<file path="src/rtl/matrix_pkg.sv">
// rtl/matrix_pkg.sv - shared geometry, op codes, FSM states and address helper for the frame writer
package matrix_pkg;

  localparam int COLS = 16;
  localparam int ROWS = 8;
  localparam int DW   = 24;
  localparam int CW   = $clog2(COLS);
  localparam int RW   = $clog2(ROWS);
  localparam int AW   = CW + RW;
  // One extra coordinate bit so off-screen positions stay representable.
  localparam int XW   = CW + 1;
  localparam int YW   = RW + 1;

  typedef enum logic [1:0] {
    OP_PIXEL = 2'b00,
    OP_RECT  = 2'b01,
    OP_CLEAR = 2'b10,
    OP_NOP   = 2'b11
  } op_t;

  typedef enum logic [1:0] {
    ST_IDLE = 2'b00,
    ST_RUN  = 2'b01,
    ST_DONE = 2'b10
  } state_t;

  function automatic logic [AW-1:0] pix_addr(input logic [CW-1:0] x, input logic [RW-1:0] y);
    return {x, y};
  endfunction

endpackage

</file>
<file path="src/rtl/frame_writer_if.sv">
// rtl/frame_writer_if.sv - draw command handshake and memory write port of the frame writer
interface frame_writer_if import matrix_pkg::*; ();

  logic          cmd_valid;
  logic          cmd_ready;
  logic [1:0]    cmd_op;
  logic [XW-1:0] cmd_x0;
  logic [YW-1:0] cmd_y0;
  logic [XW-1:0] cmd_x1;
  logic [YW-1:0] cmd_y1;
  logic [DW-1:0] cmd_color;
  logic          mem_we;
  logic [AW-1:0] mem_add;
  logic [DW-1:0] mem_din;
  logic          busy;
  logic          done;

  modport master (
    output cmd_valid, cmd_op, cmd_x0, cmd_y0, cmd_x1, cmd_y1, cmd_color,
    input  cmd_ready, mem_we, mem_add, mem_din, busy, done
  );

  modport slave (
    input  cmd_valid, cmd_op, cmd_x0, cmd_y0, cmd_x1, cmd_y1, cmd_color,
    output cmd_ready, mem_we, mem_add, mem_din, busy, done
  );

endinterface

</file>
<file path="src/rtl/rect_scanner.sv">
// rtl/rect_scanner.sv - column-major x/y nested counter over an inclusive rectangle; FW_CLIP_EN adds clip-valid
module rect_scanner import matrix_pkg::*; (
  input  logic          clk,
  input  logic          rst,
  input  logic          start,
  input  logic          step,
  input  logic [XW-1:0] xa,
  input  logic [XW-1:0] xb,
  input  logic [YW-1:0] ya,
  input  logic [YW-1:0] yb,
  output logic          last,
  output logic          next_valid,
  output logic [AW-1:0] next_add
);

  logic [XW-1:0] x_q, xb_q, next_x;
  logic [YW-1:0] y_q, ya_q, yb_q, next_y;

  always_comb begin
    next_x = x_q;
    next_y = y_q + YW'(1);
    if (y_q == yb_q) begin
      next_x = x_q + XW'(1);
      next_y = ya_q;
    end
  end

  always_ff @(posedge clk or posedge rst) begin
    if (rst) begin
      x_q  <= '0;
      y_q  <= '0;
      xb_q <= '0;
      ya_q <= '0;
      yb_q <= '0;
    end else if (start) begin
      x_q  <= xa;
      y_q  <= ya;
      xb_q <= xb;
      ya_q <= ya;
      yb_q <= yb;
    end else if (step) begin
      x_q  <= next_x;
      y_q  <= next_y;
    end
  end

  assign last     = (x_q == xb_q) && (y_q == yb_q);
  assign next_add = pix_addr(next_x[CW-1:0], next_y[RW-1:0]);

`ifdef FW_CLIP_EN
  assign next_valid = ~next_x[XW-1] & ~next_y[YW-1];
`else
  assign next_valid = 1'b1;
`endif

endmodule

</file>
<file path="src/rtl/frame_writer.sv">
// rtl/frame_writer.sv - expands PIXEL/RECT/CLEAR draw commands into one frame-memory write per cycle
// Optional macro FW_CLIP_EN: clip off-screen coordinates instead of wrapping them.
module frame_writer import matrix_pkg::*; (
  input logic           clk,
  input logic           rst,
  frame_writer_if.slave bus
);

  state_t        state;
  logic          ready_q, we_q, busy_q, done_q;
  logic [AW-1:0] add_q;
  logic [DW-1:0] din_q;

  op_t           op;
  logic [XW-1:0] x0w, x1w, xa_n, xb_n;
  logic [YW-1:0] y0w, y1w, ya_n, yb_n;
  logic          first_ok, accept;
  logic          scan_last, scan_step, scan_nvalid;
  logic [AW-1:0] scan_nadd;

  assign op     = op_t'(bus.cmd_op);
  assign accept = bus.cmd_valid && ready_q;

  // Corner normalisation happens on the raw command so the scan starts on the accept edge.
  always_comb begin
    x0w = bus.cmd_x0;
    x1w = bus.cmd_x1;
    y0w = bus.cmd_y0;
    y1w = bus.cmd_y1;
`ifndef FW_CLIP_EN
    x0w[XW-1] = 1'b0;
    x1w[XW-1] = 1'b0;
    y0w[YW-1] = 1'b0;
    y1w[YW-1] = 1'b0;
`endif
    xa_n = x0w;
    xb_n = x0w;
    ya_n = y0w;
    yb_n = y0w;
    case (op)
      OP_RECT: begin
        xa_n = (x0w < x1w) ? x0w : x1w;
        xb_n = (x0w < x1w) ? x1w : x0w;
        ya_n = (y0w < y1w) ? y0w : y1w;
        yb_n = (y0w < y1w) ? y1w : y0w;
      end
      OP_CLEAR: begin
        xa_n = '0;
        xb_n = XW'(COLS - 1);
        ya_n = '0;
        yb_n = YW'(ROWS - 1);
      end
      default: ;
    endcase
`ifdef FW_CLIP_EN
    first_ok = ~xa_n[XW-1] & ~ya_n[YW-1];
`else
    first_ok = 1'b1;
`endif
  end

  assign scan_step = (state == ST_RUN) && !scan_last;

  rect_scanner u_scan (
    .clk        (clk),
    .rst        (rst),
    .start      (accept),
    .step       (scan_step),
    .xa         (xa_n),
    .xb         (xb_n),
    .ya         (ya_n),
    .yb         (yb_n),
    .last       (scan_last),
    .next_valid (scan_nvalid),
    .next_add   (scan_nadd)
  );

  // mem_add only moves on a real write so it holds its last value while mem_we is low.
  always_ff @(posedge clk or posedge rst) begin
    if (rst) begin
      state   <= ST_IDLE;
      ready_q <= 1'b1;
      we_q    <= 1'b0;
      add_q   <= '0;
      din_q   <= '0;
      busy_q  <= 1'b0;
      done_q  <= 1'b0;
    end else begin
      case (state)
        ST_IDLE: begin
          if (accept) begin
            ready_q <= 1'b0;
            busy_q  <= 1'b1;
            if (op == OP_NOP) begin
              state  <= ST_DONE;
              done_q <= 1'b1;
            end else begin
              state <= ST_RUN;
              din_q <= bus.cmd_color;
              we_q  <= first_ok;
              if (first_ok)
                add_q <= pix_addr(xa_n[CW-1:0], ya_n[RW-1:0]);
            end
          end
        end
        ST_RUN: begin
          if (scan_last) begin
            state  <= ST_DONE;
            we_q   <= 1'b0;
            done_q <= 1'b1;
          end else begin
            we_q <= scan_nvalid;
            if (scan_nvalid)
              add_q <= scan_nadd;
          end
        end
        ST_DONE: begin
          state   <= ST_IDLE;
          done_q  <= 1'b0;
          busy_q  <= 1'b0;
          ready_q <= 1'b1;
        end
        default: begin
          state   <= ST_IDLE;
          we_q    <= 1'b0;
          done_q  <= 1'b0;
          busy_q  <= 1'b0;
          ready_q <= 1'b1;
        end
      endcase
    end
  end

  assign bus.cmd_ready = ready_q;
  assign bus.mem_we    = we_q;
  assign bus.mem_add   = add_q;
  assign bus.mem_din   = din_q;
  assign bus.busy      = busy_q;
  assign bus.done      = done_q;

endmodule

</file>
<file path="src/flat_wrapper.sv">
// flat-port wrapper written by rule: the top's interface ports become plain ports
module frame_writer_flat import matrix_pkg::*;
  (clk, rst, bus_cmd_valid, bus_cmd_op, bus_cmd_x0, bus_cmd_y0, bus_cmd_x1, bus_cmd_y1, bus_cmd_color, bus_cmd_ready, bus_mem_we, bus_mem_add, bus_mem_din, bus_busy, bus_done);
  frame_writer_if bus_i ();
  input logic clk;
  input logic rst;
  input wire logic [$bits(bus_i.cmd_valid)-1:0] bus_cmd_valid;
  input wire logic [$bits(bus_i.cmd_op)-1:0] bus_cmd_op;
  input wire logic [$bits(bus_i.cmd_x0)-1:0] bus_cmd_x0;
  input wire logic [$bits(bus_i.cmd_y0)-1:0] bus_cmd_y0;
  input wire logic [$bits(bus_i.cmd_x1)-1:0] bus_cmd_x1;
  input wire logic [$bits(bus_i.cmd_y1)-1:0] bus_cmd_y1;
  input wire logic [$bits(bus_i.cmd_color)-1:0] bus_cmd_color;
  output wire logic [$bits(bus_i.cmd_ready)-1:0] bus_cmd_ready;
  output wire logic [$bits(bus_i.mem_we)-1:0] bus_mem_we;
  output wire logic [$bits(bus_i.mem_add)-1:0] bus_mem_add;
  output wire logic [$bits(bus_i.mem_din)-1:0] bus_mem_din;
  output wire logic [$bits(bus_i.busy)-1:0] bus_busy;
  output wire logic [$bits(bus_i.done)-1:0] bus_done;
  assign bus_i.cmd_valid = bus_cmd_valid;
  assign bus_i.cmd_op = bus_cmd_op;
  assign bus_i.cmd_x0 = bus_cmd_x0;
  assign bus_i.cmd_y0 = bus_cmd_y0;
  assign bus_i.cmd_x1 = bus_cmd_x1;
  assign bus_i.cmd_y1 = bus_cmd_y1;
  assign bus_i.cmd_color = bus_cmd_color;
  assign bus_cmd_ready = bus_i.cmd_ready;
  assign bus_mem_we = bus_i.mem_we;
  assign bus_mem_add = bus_i.mem_add;
  assign bus_mem_din = bus_i.mem_din;
  assign bus_busy = bus_i.busy;
  assign bus_done = bus_i.done;
  frame_writer u_core (.clk(clk), .rst(rst), .bus(bus_i));
endmodule
</file>
<file path="config.mk">
export PLATFORM = sky130hd
export DESIGN_NAME = frame_writer_flat
export DESIGN_NICKNAME = d
export VERILOG_FILES = /design/src/rtl/matrix_pkg.sv /design/src/rtl/frame_writer_if.sv /design/src/rtl/rect_scanner.sv /design/src/rtl/frame_writer.sv /design/src/flat_wrapper.sv
export SDC_FILE = /design/constraint.sdc
export NUM_CORES = 1
export LEC_CHECK = 0
export ABC_AREA = 1
export CAP_MARGIN = 0
export CORE_MARGIN = 2
export CORE_UTILIZATION = 45
export DETAILED_ROUTE_END_ITERATION = 8
export PLACE_DENSITY_LB_ADDON = 0.15
export SLEW_MARGIN = 10
export SYNTH_ARGS = -nofsm -noshare
export SYNTH_HDL_FRONTEND = slang
export SYNTH_HIERARCHICAL = 1
export SYNTH_SLANG_ARGS = --single-unit
</file>
<file path="constraint.sdc">
create_clock -name clk -period 2 [get_ports clk]
set_input_delay 0.4 -clock clk [delete_from_list [all_inputs] [get_ports clk]]
set_output_delay 0.4 -clock clk [all_outputs]
set_load 0.02 [all_outputs]
</file>
# --- Word-level counts from Yosys, hierarchy flattened ---
# Cells that the tools add are included.
totals:
  inputBits: 47
  wordCells: 81
  regBits: 59
  output_inout_bits: 35
classes:
  n_addsub: 2
  mux: 34
  bitwise: 3
  n_lt_le_gt_ge: 2
  n_reduce_logical: 15
  eq_ne: 12
op_table:
  columns: ["cell", "count"]
  rows:
  - ["7-bit 2-to-1 mux", 3]
  - ["4-bit 2-to-1 mux", 5]
  - ["5-bit one-hot mux with 2 select lines", 2]
  - ["4-bit one-hot mux with 2 select lines", 2]
  - ["5-bit 2-to-1 mux", 3]
  - ["7-bit one-hot mux with 2 select lines", 1]
  - ["3-bit AND reduction", 3]
  - ["1-bit 2-to-1 mux", 8]
  - ["2-bit equality test, second input constant", 3]
  - ["2-bit 2-to-1 mux", 3]
  - ["3-bit 2-to-1 mux", 2]
  - ["2-bit by 1-bit inequality test with 1-bit output, second input constant", 3]
  - ["1-bit one-hot mux with 2 select lines", 3]
  - ["2-bit AND reduction", 3]
  - ["2-bit nonzero test", 3]
  - ["5-bit by 1-bit adder with 5-bit output, second input constant", 1]
  - ["5-bit equality test", 1]
  - ["4-bit by 1-bit adder with 4-bit output, second input constant", 1]
  - ["2-bit by 1-bit equality test with 1-bit output, second input constant", 2]
  - ["4-bit equality test", 1]
  - ["4-bit < comparator", 1]
  - ["2-bit inequality test, second input constant", 2]
  - ["2-bit one-hot mux with 2 select lines", 1]
  - ["4-bit AND reduction", 1]
  - ["other kinds (6)", 10]

# --- Logic depth before layout (Yosys ltp) ---
depth:
  word_depth: 6
  depth_mapped: 15
  mapped_depth_nobuf: 13

# --- By module ---
# The synthesis kept the hierarchy.
by_module_without_submodules:
  columns: ["mod", "area_each_um2", "instances", "cells_per_inst", "seq_area_each_um2"]
  rows:
  - ["frame_writer", 2133.3, 1, 227, 927.1]
  - ["rect_scanner", 1296.2, 1, 174, 550.5]

# --- Least setup slack after synthesis ---
# OpenSTA, ideal clock, no wires.
synth_timing:
  path_kind: "register to register"
  start: "register u_core.u_scan.y_q[0]"
  end: "register u_core.u_scan.y_q[3]"
  arrival_ns: 1.773
  setup_slack_ns: 0.155
  t_required_ns: 1.929
  n_path_buf: 1
  setup_time_ns: 0.071
  stages_incl_launch_ff: 14
  period_less_slack_ns: 1.845
  path_cell_list: "dfrtp_1 -> inv_2 -> nand2_1 -> nand2_1 -> nor2_2 -> nand2_2 -> buf_6 -> nor3_1 -> nor2_1 -> nor2_1 -> a21oi_1 -> nand2_1 -> nor2_1 -> nor2_1"
synth_via:
  elab_chain_len: 5
  word_cells_on_any_way: 9
  classes_between: "add/sub (1); eq/ne (1); mux (3); reduce/logical (4)"
synth_rtl:
  columns: ["item", "line", "rtl"]
  rows:
  - ["start, declared", "rect_scanner.sv:17", "logic [YW-1:0] y_q, ya_q, yb_q, next_y;"]
  - ["start signal, assigned", "rect_scanner.sv:37", "y_q <= ya;"]
  - ["start signal, assigned", "rect_scanner.sv:43", "y_q <= next_y;"]
  - ["4-bit equality test", "rect_scanner.sv:47", "assign last = (x_q == xb_q) && (y_q == yb_q);"]
  - ["1-bit logical AND", "rect_scanner.sv:47", null]
  - ["net u_core.scan_last", "frame_writer.sv:18", "logic scan_last, scan_step, scan_nvalid;"]
  - ["1-bit zero test", "frame_writer.sv:62", "assign scan_step = (state == ST_RUN) && !scan_last;"]
  - ["1-bit logical AND", "frame_writer.sv:62", null]
  - ["net u_core.scan_step", "frame_writer.sv:18", null]
  - ["2-bit nonzero test (no line)", null, null]
# The timed path passes the listed nets, and every way through them passes these cells. The select of a mux whose other input is x is not followed.
# A chain may end at the register's enable or synchronous reset.

# --- Worst setup path after layout ---
layout_timing:
  start: "register u_core.ready_q (netlist: u_core/bus.cmd_ready)"
  end: "output port bus_cmd_ready"
layout_lines:
  columns: ["item", "line", "rtl"]
  rows:
  - ["start, declared", "frame_writer.sv:10", "logic ready_q, we_q, busy_q, done_q;"]
  - ["start signal, assigned", "frame_writer.sv:82", "ready_q <= 1'b1;"]
  - ["start signal, assigned", "frame_writer.sv:92", "ready_q <= 1'b0;"]
  - ["start signal, assigned", "frame_writer.sv:121", "ready_q <= 1'b1;"]
  - ["end, declared", "flat_wrapper.sv:14", "output wire logic [$bits(bus_i.cmd_ready)-1:0] bus_cmd_ready;"]
# No word-level cell between the ends.

==> impl_results.md <==
* Placed Instances at 616
* Synth unique cells at 37
* Initial Utilization at a little under half
* Final wirelength at 7742 microns
* Synth cell count leaders: nand2_1 (115), dfrtp_1 (58), inv_1 (49)
* Post_cts resized at 0
* Hold Crit Class: in2async
* Startpoint types: register
* DRC at 0
* Full die area at 8336 sq um
* TritonRoute pass-1 iters at 4
* Hold buffer count at cts at 0
* Layout Skew at between 0.01 and 0.015 ns
* DRT iter0 DRCs at 135
* Die X at 91.30 microns
* Clock-pin slew on the worst setup and hold paths at 0.07 ns
* Arr. time, crit path at about 1.5 ns
* Crit path largest cell delay at around 0.61 ns
* VDD IR-drop max at approximately 0.66 mV
* Mapped Cells at 401
* Layout cells sized above 1 at 21.20%
* WP buf/inv at 1
* Routed len/inst at 12.25 microns
* CP Max Fanout at 3
* Diode count at 0
* GRT overflow at 0
* Max_cap viols at 0
* I/O pins at 82
* Core ar. at around 7300 sq um
* Outcome: complete, no violations
* Dominant synthesized flop cell: dfrtp_1
* Setup WS post-layout at between 0.1 and 0.15 ns
* Synth Cell Area at 3430 sq um
* Most frequent cell after synthesis: nand2_1
* Cts bufs inserted at 9
* Max Freq at ~0.53 GHz
* Util after Layout at between 60% and 70%
* Fillers at 600
* Initial antenna violation count at 0
* Worst Path Class, Setup: reg2out
* R2r setup slk at 0.16 ns
* Via density at between 4 and 5
* Final period utilization at 94.06%
* Total Power at 6.901 mW
* Final min period at 1.881 ns
* Post-place setup slack at -0.2727 ns
* #FFs+latches synth at ~60
* Post-place instance area at 4657 sq um
* Antenna viol nets, final at 0
* Clock Latency Late Sink at 0.34 ns
* Synth Warn # at 6
* Total global-route track usage at 19.95%
* CTS max path bufs at 2
* Sequential area share after synthesis at a little over two fifths
* Synth async-reset ratio at 100.0%
* Clk sinks at a little under 60
* CTS tree: yes
* Design area at 4877 sq um
* Setup repair bufs after CTS at 0
* Pin count of the biggest net entering global routing at 38
* Root buffer cell: clkbuf_8
* Syn-to-layout area delta at 42.21%
* Routability cong. at 0.8579
* Die height at 91.30 microns
* Final slew viol count at 0
* Row cnt at 31
* Fin Hold WS at between 0.4 and 0.5 ns
* Largest cells by area after synthesis: dfrtp_1 (42%), nand2_1 (13%), mux2_4 (8.3%)
* WP data required at 1.60 ns
* Crit path max-delay cell type: clkdlybuf4s50_1
* Vias in the first global route at 2990
* Via count at 2998
* RSZ-0062 raised after global routing: no
* Number of synthesized flops with an enable pin at 0
* I/O Buffers at 77
* Synthesized area per cell at 8.552 sq um
* Crit end category: output port
* Register Area at 1479 sq um
* Pwr per Cell Area at 1415 nW/um^2
* Non-filler cells, final at approximately 630
* Final Setup Violations at 0
* Area of the multi-input gates at 1700 sq um
* Post-DP HPWL at 6066 microns
* Synth area leader: dfrtp_1
* Crit path cell chain: clkdlybuf4s50_1
* H-tree depth at 3
* Layout Nets at 589
* Final hold vios at 0
* P_leak at approximately 2.5 nW
* Final TNS setup at 0 ns
* First-pass GRT wire length at 13370 microns
* CP top delay family: buffers and inverters
* Post-synth top area share at a little over two fifths
## routing by layer
layer / vias to the layer above / track usage [%] / part of all wire, % / wire length (microns)
li1: 1531 / - / - / -
met2: 84 / 34.07 / 50 / 3852
met1: 1372 / 24.93 / 44 / 3397
met4: 0 / 6.818 / 1.6 / 124
met3: 11 / 4.481 / 4.7 / 367
met5: - / 0 / 0 / 0
## layout by cell type, fill, tap and decap left out, drive strengths merged, types with 7 or more instances in the layout
master / synthesis / routed
nand2: 122 / 122
clkdlybuf4s50: 0 / 77
dfrtp: 58 / 58
inv: 52 / 53
buf: 10 / 47
nand3: 27 / 27
nor2: 27 / 27
mux2: 24 / 24
o21ai: 22 / 22
ha: 14 / 14
clkbuf: 2 / 9
o211ai: 7 / 7
## cells by family (layout without fill, tap and decap cells)
| kind of cell | Yosys count | in the layout | synth area share (%) |
|---|---|---|---|
| adder cells (fa/ha/maj) | 14 | 14 | 5.108 |
| multiplexers | 24 | 24 | 9.960 |
| flip-flops | 59 | 59 | 43.09 |
| AND/OR/NAND/NOR | 183 | 183 | 22.69 |
| other | 2 | 6 | 0.2190 |
| XOR/XNOR | 8 | 8 | 2.043 |
| AO/OA/AOI/OAI | 46 | 46 | 8.610 |
| buffers and inverters | 65 | 193 | 8.282 |
## tightest hold or removal path: cells and delay by family
| kind | cells | cell delay, ns |
|---|---|---|
| buffers and inverters | 3 | 0.75 |
## final timing paths
check | startpoint | endpoint | cells after the start
max in group asynchronous | rst | u_core/bus.cmd_ready | 3
min reg2reg | u_core/bus.mem_add[3] | u_core/bus.mem_add[3] | 2
max reg2reg | u_core/u_scan/y_q[0] | u_core/bus.mem_add[0] | 13
min | rst | u_core/u_scan/x_q[4] | 3
min in group clk | u_core/bus.mem_add[3] | u_core/bus.mem_add[3] | 2
max | u_core/bus.cmd_ready | bus_cmd_ready | 1
## layout make-up
class	count	share of cell area [%]
Clock buffer	9	2.540
Timing Repair Buffer	124	24.06
Sequential cell	59	30.32
Clock inverter	7	1.591
Tap cell	99	2.540
Multi-Input combinational cell	281	34.86
Inverter	53	4.079
## registers in the layout, summed over array words and instances, names as in the netlist
signal / flops
u_core/bus.busy: 1
u_core/bus.cmd_ready: 1
u_core/bus.done: 1
u_core/bus.mem_add: 7
u_core/bus.mem_din: 24
u_core/bus.mem_we: 1
u_core/state: 2
u_core/u_scan/x_q: 5
u_core/u_scan/xb_q: 5
u_core/u_scan/y_q: 4
u_core/u_scan/ya_q: 4
u_core/u_scan/yb_q: 4
## power breakdown
group / internal [mW] / switching [mW]
sequential: 1.77 / 0.370
combinational: 1.82 / 1.85
clock: 0.583 / 0.508
total: 4.18 / 2.72
No activity file was read; power rests on OpenSTA's default activity.
==> edit 1: new RTL, same flow settings <==
Re-encode `state_t` (3 states) as one-hot, 3 bits wide.
--- a/src/rtl/matrix_pkg.sv
+++ b/src/rtl/matrix_pkg.sv
@@ -18,10 +18,10 @@
     OP_NOP   = 2'b11
   } op_t;
 
-  typedef enum logic [1:0] {
-    ST_IDLE = 2'b00,
-    ST_RUN  = 2'b01,
-    ST_DONE = 2'b10
+  typedef enum logic [2:0] {
+    ST_IDLE = 3'b001,
+    ST_RUN  = 3'b010,
+    ST_DONE = 3'b100
   } state_t;
 
   function automatic logic [AW-1:0] pix_addr(input logic [CW-1:0] x, input logic [RW-1:0] y);
Check against the original RTL: same outputs for any inputs over 4 cycles, from zero or initial values and one cycle with rst high; so few cycles prove little.
==> edit 1 against the original RTL <==
Non-clock buffer count increased by 8. Routed wire length increased by 4.2%. First-iteration DRC count decreased by 4.4%. Sequential cell count increased by 1. Synthesized area increased by 2.2%. Cell area increased by 4.0%. Worst setup slack got worse by 0.055 ns. Highest routed layer unchanged. Total power increased by 7.6%. Combinational power increased by 10%.
==> edit 1: results (changes against the original RTL) <==
Status
  – Status: complete, no violations (unchanged)

Setup path
  – Arrival time worst endpoint: 2.20 ns (was 1.48 ns)
  – Critical Path Source Type: input pin (was register)
  – FF-to-FF Start: u_core/u_scan/y_q[0]$_DFFE_PP0P_ (unchanged)
  – Worst setup path start: bus_cmd_op[0] (was u_core/bus.cmd_ready$_DFFE_PP1P_)
  – CP delay by family, top: buffers and inverters (unchanged)
  – Crit path capture: u_core/bus.mem_add[2]$_DFFE_PP0P_ (was bus_cmd_ready)
  – Crit path max fanout: 5 (was 3)
  – CP max stage delay: 0.48 ns (was 0.61 ns)

Finish
  – Layout Cells excl Fill: 649 (was 632)
  – Nets@finish: 603 (was 589)
  – Layout cell share with drive strength beyond 1: 0.241 (was 0.212)
  – Fill cells: 634 (was 600)
  – Area of the multi-input gates: 1770 sq um (was 1700 sq um)

Pwr
  – Pint: 0.00451 W (was 0.00418 W)
  – Leakage Power: 2.64 nW (was 2.53 nW)
  – Worst vdd rail ir drop: 787 uV (was 664 uV)

Placement
  – Placed cells: 631 (was 616)
  – Placed cell area: 4780 sq um (was 4660 sq um)
  – Post-DP HPWL: 6.11 mm (was 6.07 mm)
  – PortBufs: 77 (unchanged)
  – Pre-CTS setup slack: -0.309 ns (was -0.273 ns)
  – GPL Wtd Cong: 0.799 (was 0.858)

Logic synthesis
  – Post-Syn Instances: 406 (was 401)
  – Seq/Total Area, Yosys: 0.429 (was 0.431)
  – Synth top area cells: dfrtp_1 41%, nand2_1 13%, mux2_4 8.1%, inv_1 5.2%, ha_1 5.0% (was dfrtp_1 42%, nand2_1 13%, mux2_4 8.3%, inv_1 5.4%, ha_1 5.1%)
  – Netlist cell types: 35 (was 37)
  – Post-synth top cells: 120 x nand2_1, 58 x dfrtp_1, 49 x inv_1 (was 115 x nand2_1, 58 x dfrtp_1, 49 x inv_1)

STA
  – Clk_skew: 0.0106 ns (was 0.0133 ns)
  – Peak Freq: 517 MHz (was 532 MHz)
  – Fin Hold WS: 0.384 ns (was 0.435 ns)

Worst hold path
  – Hold WC Path Type: in -> async (unchanged)

GRT
  – First-pass GRT wire length: 13.9 mm (was 13.4 mm)
  – Gr usage total: 0.204 (was 0.200)
  – Vias in the first global route: 3,048 (was 2,990)
  – Met3 usage: 0.0477 (was 0.0448)
  – Pin count of the biggest net entering global routing: 23 (was 38)
  – Met1 Use GR: 0.257 (was 0.249)
  – Grt met2 use: 0.350 (was 0.341)

Detailed routing
  – DR vias: 3,093 (was 2,998)
  – Wire per inst: 12.4 um (was 12.3 um)
  – Iteration-0 DRC Markers: 129 (was 135)

Clocking
  – Clock Latency Late Sink: 0.34 ns (about the same)
## edit 1: changes by cell type after synthesis, sizes merged, moves of 2 or more
| cell | change |
|---|---|
| inv | +3 |
| nor2 | -2 |
| nand2 | +3 |
| mux2i | +2 |
| nand3 | +3 |
| o21ai | -4 |
## edit 1: cell families (layout without fill, tap and decap cells)
group | count (synthesis) | after routing | synth area share
AO/OA/AOI/OAI | 42 | 42 | 0.0789
adder cells (fa/ha/maj) | 14 | 14 | 0.0500
flip-flops | 60 | 60 | 0.429
AND/OR/NAND/NOR | 187 | 187 | 0.233
other | 2 | 6 | 0.00214
XOR/XNOR | 8 | 8 | 0.0200
buffers and inverters | 67 | 204 | 0.0832
multiplexers | 26 | 26 | 0.103
## edit 1: timing repair
| item | CTS | global route |
|---|---|---|
| gates cloned | 0 | 1 |
| gates resized for setup | 2 | 17 |
| pin swaps | 0 | 7 |
| setup buffers | 0 | 1 |
| setup endpoints to repair | 15 | 16 |
## edit 1: power by group through the flow
stage               combinational, W  sequential (W)  clock, W
global placement             0.00381         0.00214         0
global route                 0.00442         0.00223   0.00131
detailed placement           0.00389         0.00218         0
finish                       0.00404         0.00216   0.00123
CTS                          0.00393         0.00216   0.00125
floorplan                    0.00199         0.00257         0
## edit 1: metal layers
metal / vias to the layer above / wire length (um)
li1: 1557 / -
met1: 1442 / 3600
met2: 84 / 3980
met3: 10 / 381
met4: 0 / 110
met5: - / 0
## edit 1: cell type report
cell class / count / area share
multi-input combinational: 283 / 0.350
sequential: 60 / 0.297
timing repair buffer: 132 / 0.242
inverter: 55 / 0.0407
clock buffer: 10 / 0.0271
tap: 102 / 0.0252
clock inverter: 6 / 0.0170
timing repair inverter: 1 / 0.00148
==> edit 2: new RTL, same flow settings <==
Without the edit above. Set the package constant `COLS` to 32 (it was 16).
--- a/src/rtl/matrix_pkg.sv
+++ b/src/rtl/matrix_pkg.sv
@@ -1,7 +1,7 @@
 // rtl/matrix_pkg.sv - shared geometry, op codes, FSM states and address helper for the frame writer
 package matrix_pkg;
 
-  localparam int COLS = 16;
+  localparam int COLS = 32;
   localparam int ROWS = 8;
   localparam int DW   = 24;
   localparam int CW   = $clog2(COLS);
Interface: changed (resized bus_cmd_x0, bus_cmd_x1 and bus_mem_add); port bits go from 82 to 85. No check against the original RTL was run, so the function may have changed too.
==> edit 2 against the original RTL <==
Worst setup slack worse by 0.052 ns. Synthesized area grew 7.2%. Critical path depth rose by 10. Core utilization up 2.4 points. Sequential cell count grew 3. Final cell count is 9.7% higher. Die area increased by 6.9%. Clock skew shrank 0.00061 ns. Routed wire length rose by 20%. Combinational power up 14%. Cell area increased by 10%. Total power is 9.7% higher.
==> edit 2: results (changes against the original RTL) <==
Placement
  – PortBufs: 80 (was 77)
  – Post-DP HPWL: 6.97 mm (was 6.07 mm)
  – Placed cell area: 5030 sq um (was 4660 sq um)
  – GPL Wtd Cong: 0.868 (was 0.858)

Setup path
  – FF-to-FF Start: u_core/u_scan/x_q[0]$_DFFE_PP0P_ (was u_core/u_scan/y_q[0]$_DFFE_PP0P_)
  – CP delay by family, top: simple AND/OR/NAND/NOR gates (was buffers and inverters)
  – R2R cell count: 11 (was 13)
  – Arrival time worst endpoint: 2.18 ns (was 1.48 ns)

Status
  – Status: complete, no violations (unchanged)

Finish
  – Layout cell share with drive strength beyond 1: 0.255 (was 0.212)

Pwr
  – Worst vdd rail ir drop: 639 uV (was 664 uV)
  – Leakage Power: 2.81 nW (was 2.53 nW)

Detailed routing
  – DR vias: 3,367 (was 2,998)
  – DRT Wirelength: 9.31 mm (was 7.74 mm)
  – Iteration-0 DRC Markers: 150 (was 135)
  – Wire per inst: 13.4 um (was 12.3 um)

Logic synthesis
  – Synth top area cells: dfrtp_1 42%, nand2_1 11%, mux2_4 7.8%, inv_1 5.7%, nand3_1 4.5% (was dfrtp_1 42%, nand2_1 13%, mux2_4 8.3%, inv_1 5.4%, ha_1 5.1%)
  – XOR/XNOR share of the synthesized area: 0.0167 (was 0.0204)
  – Compound-cell area share of the yosys netlist: 0.103 (was 0.0861)
  – Adder and majority gate portion of the synthesized area: 0.0442 (was 0.0511)
  – Post-synth top cells: 111 x nand2_1, 61 x dfrtp_1, 56 x inv_1 (was 115 x nand2_1, 58 x dfrtp_1, 49 x inv_1)
  – Post-Syn Area per Cell: 8.43 sq um (was 8.55 sq um)
  – Seq/Total Area, Yosys: 0.422 (was 0.431)

GRT
  – First-pass GRT wire length: 14.8 mm (was 13.4 mm)
  – Vias in the first global route: 3,304 (was 2,990)
  – Gr usage total: 0.212 (was 0.200)

STA
  – Clk_skew: 0.0126 ns (was 0.0133 ns)
edit 2: changes by cell type in the layout (fill, tap and decap cells not counted), sizes merged, moves of 3 or more:
cell / delta
inv: +8
nand3: +7
nor2: +3
xnor2: -3
o211ai: -6
nand2: -3
o21ai: +13
buf: +20
clkinv: -3
nand4: +4
a21oi: +6
dlymetal6s2s: +3
dfrtp: +3
edit 2: area by class of cell:
cell class | instances | area [sq um]
timing repair buffer | 147 | 1340
tap | 102 | 128
multi-input combinational | 305 | 1920
clock inverter | 6 | 70.1
fill | 633 | 2430
clock buffer | 10 | 138
sequential | 62 | 1550
inverter | 61 | 229
edit 2: per-layer routing:
layer / share of wire / GRT usage / vias to the layer above
li1: - / - / 1703
met1: 0.44 / 0.270 / 1567
met2: 0.50 / 0.356 / 83
met3: 0.045 / 0.0415 / 14
met4: 0.018 / 0.0845 / 0
met5: 0 / 0 / -
edit 2: kinds of logic (layout without fill, tap and decap cells):
| group | count (synthesis) | after routing |
|---|---|---|
| other | 2 | 5 |
| and+or+nand+nor | 191 | 191 |
| buffers and inverters | 73 | 224 |
| DFF | 62 | 62 |
| xor gates and xnor gates | 7 | 7 |
| AOI/OAI and AO/OA | 63 | 64 |
| muxes | 25 | 25 |
| adders and majority gates | 13 | 13 |
edit 2: power breakdown:
group,internal [W],switching (W),total [W]
Sequential,0.00186,0.000371,0.00223
Combinational,0.00204,0.00215,0.00419
Clock,0.000615,0.000536,0.00115
Total,0.00452,0.00306,0.00757
edit 2: how the worst max path moves through the flow:
stage	startpoint	end	slack, ns	cells after the start
6_report	bus_cmd_y0[2]	u_core/u_scan/y_q[0]$_DFFE_PP0P_	0.07	11
5_1_grt	bus_cmd_y0[2]	u_core/u_scan/y_q[0]$_DFFE_PP0P_	-0.04	11
4_1_cts	bus_cmd_x1[4]	u_core/u_scan/x_q[2]$_DFFE_PP0P_	0.005	12
3_5_place_dp	bus_cmd_x1[4]	u_core/u_scan/x_q[2]$_DFFE_PP0P_	-0.37	12
3_3_place_gp	bus_cmd_y0[2]	u_core/u_scan/y_q[0]$_DFFE_PP0P_	-0.30	12
2_1_floorplan	u_core/u_scan/y_q[1]$_DFFE_PP0P_	u_core/u_scan/y_q[1]$_DFFE_PP0P_	0.12	12
edit 2: timing repair:
| action | in CTS | in global routing |
|---|---|---|
| hold buffers | 0 | 0 |
| setup buffers | 0 | 2 |
| endpoints found under the setup margin | 0 | 24 |
| gates resized for setup | 0 | 34 |
edit 2: tightest hold or removal path, delay by kind of cell:
family | cells | cell delay (ns)
buffers and inverters | 3 | 0.70
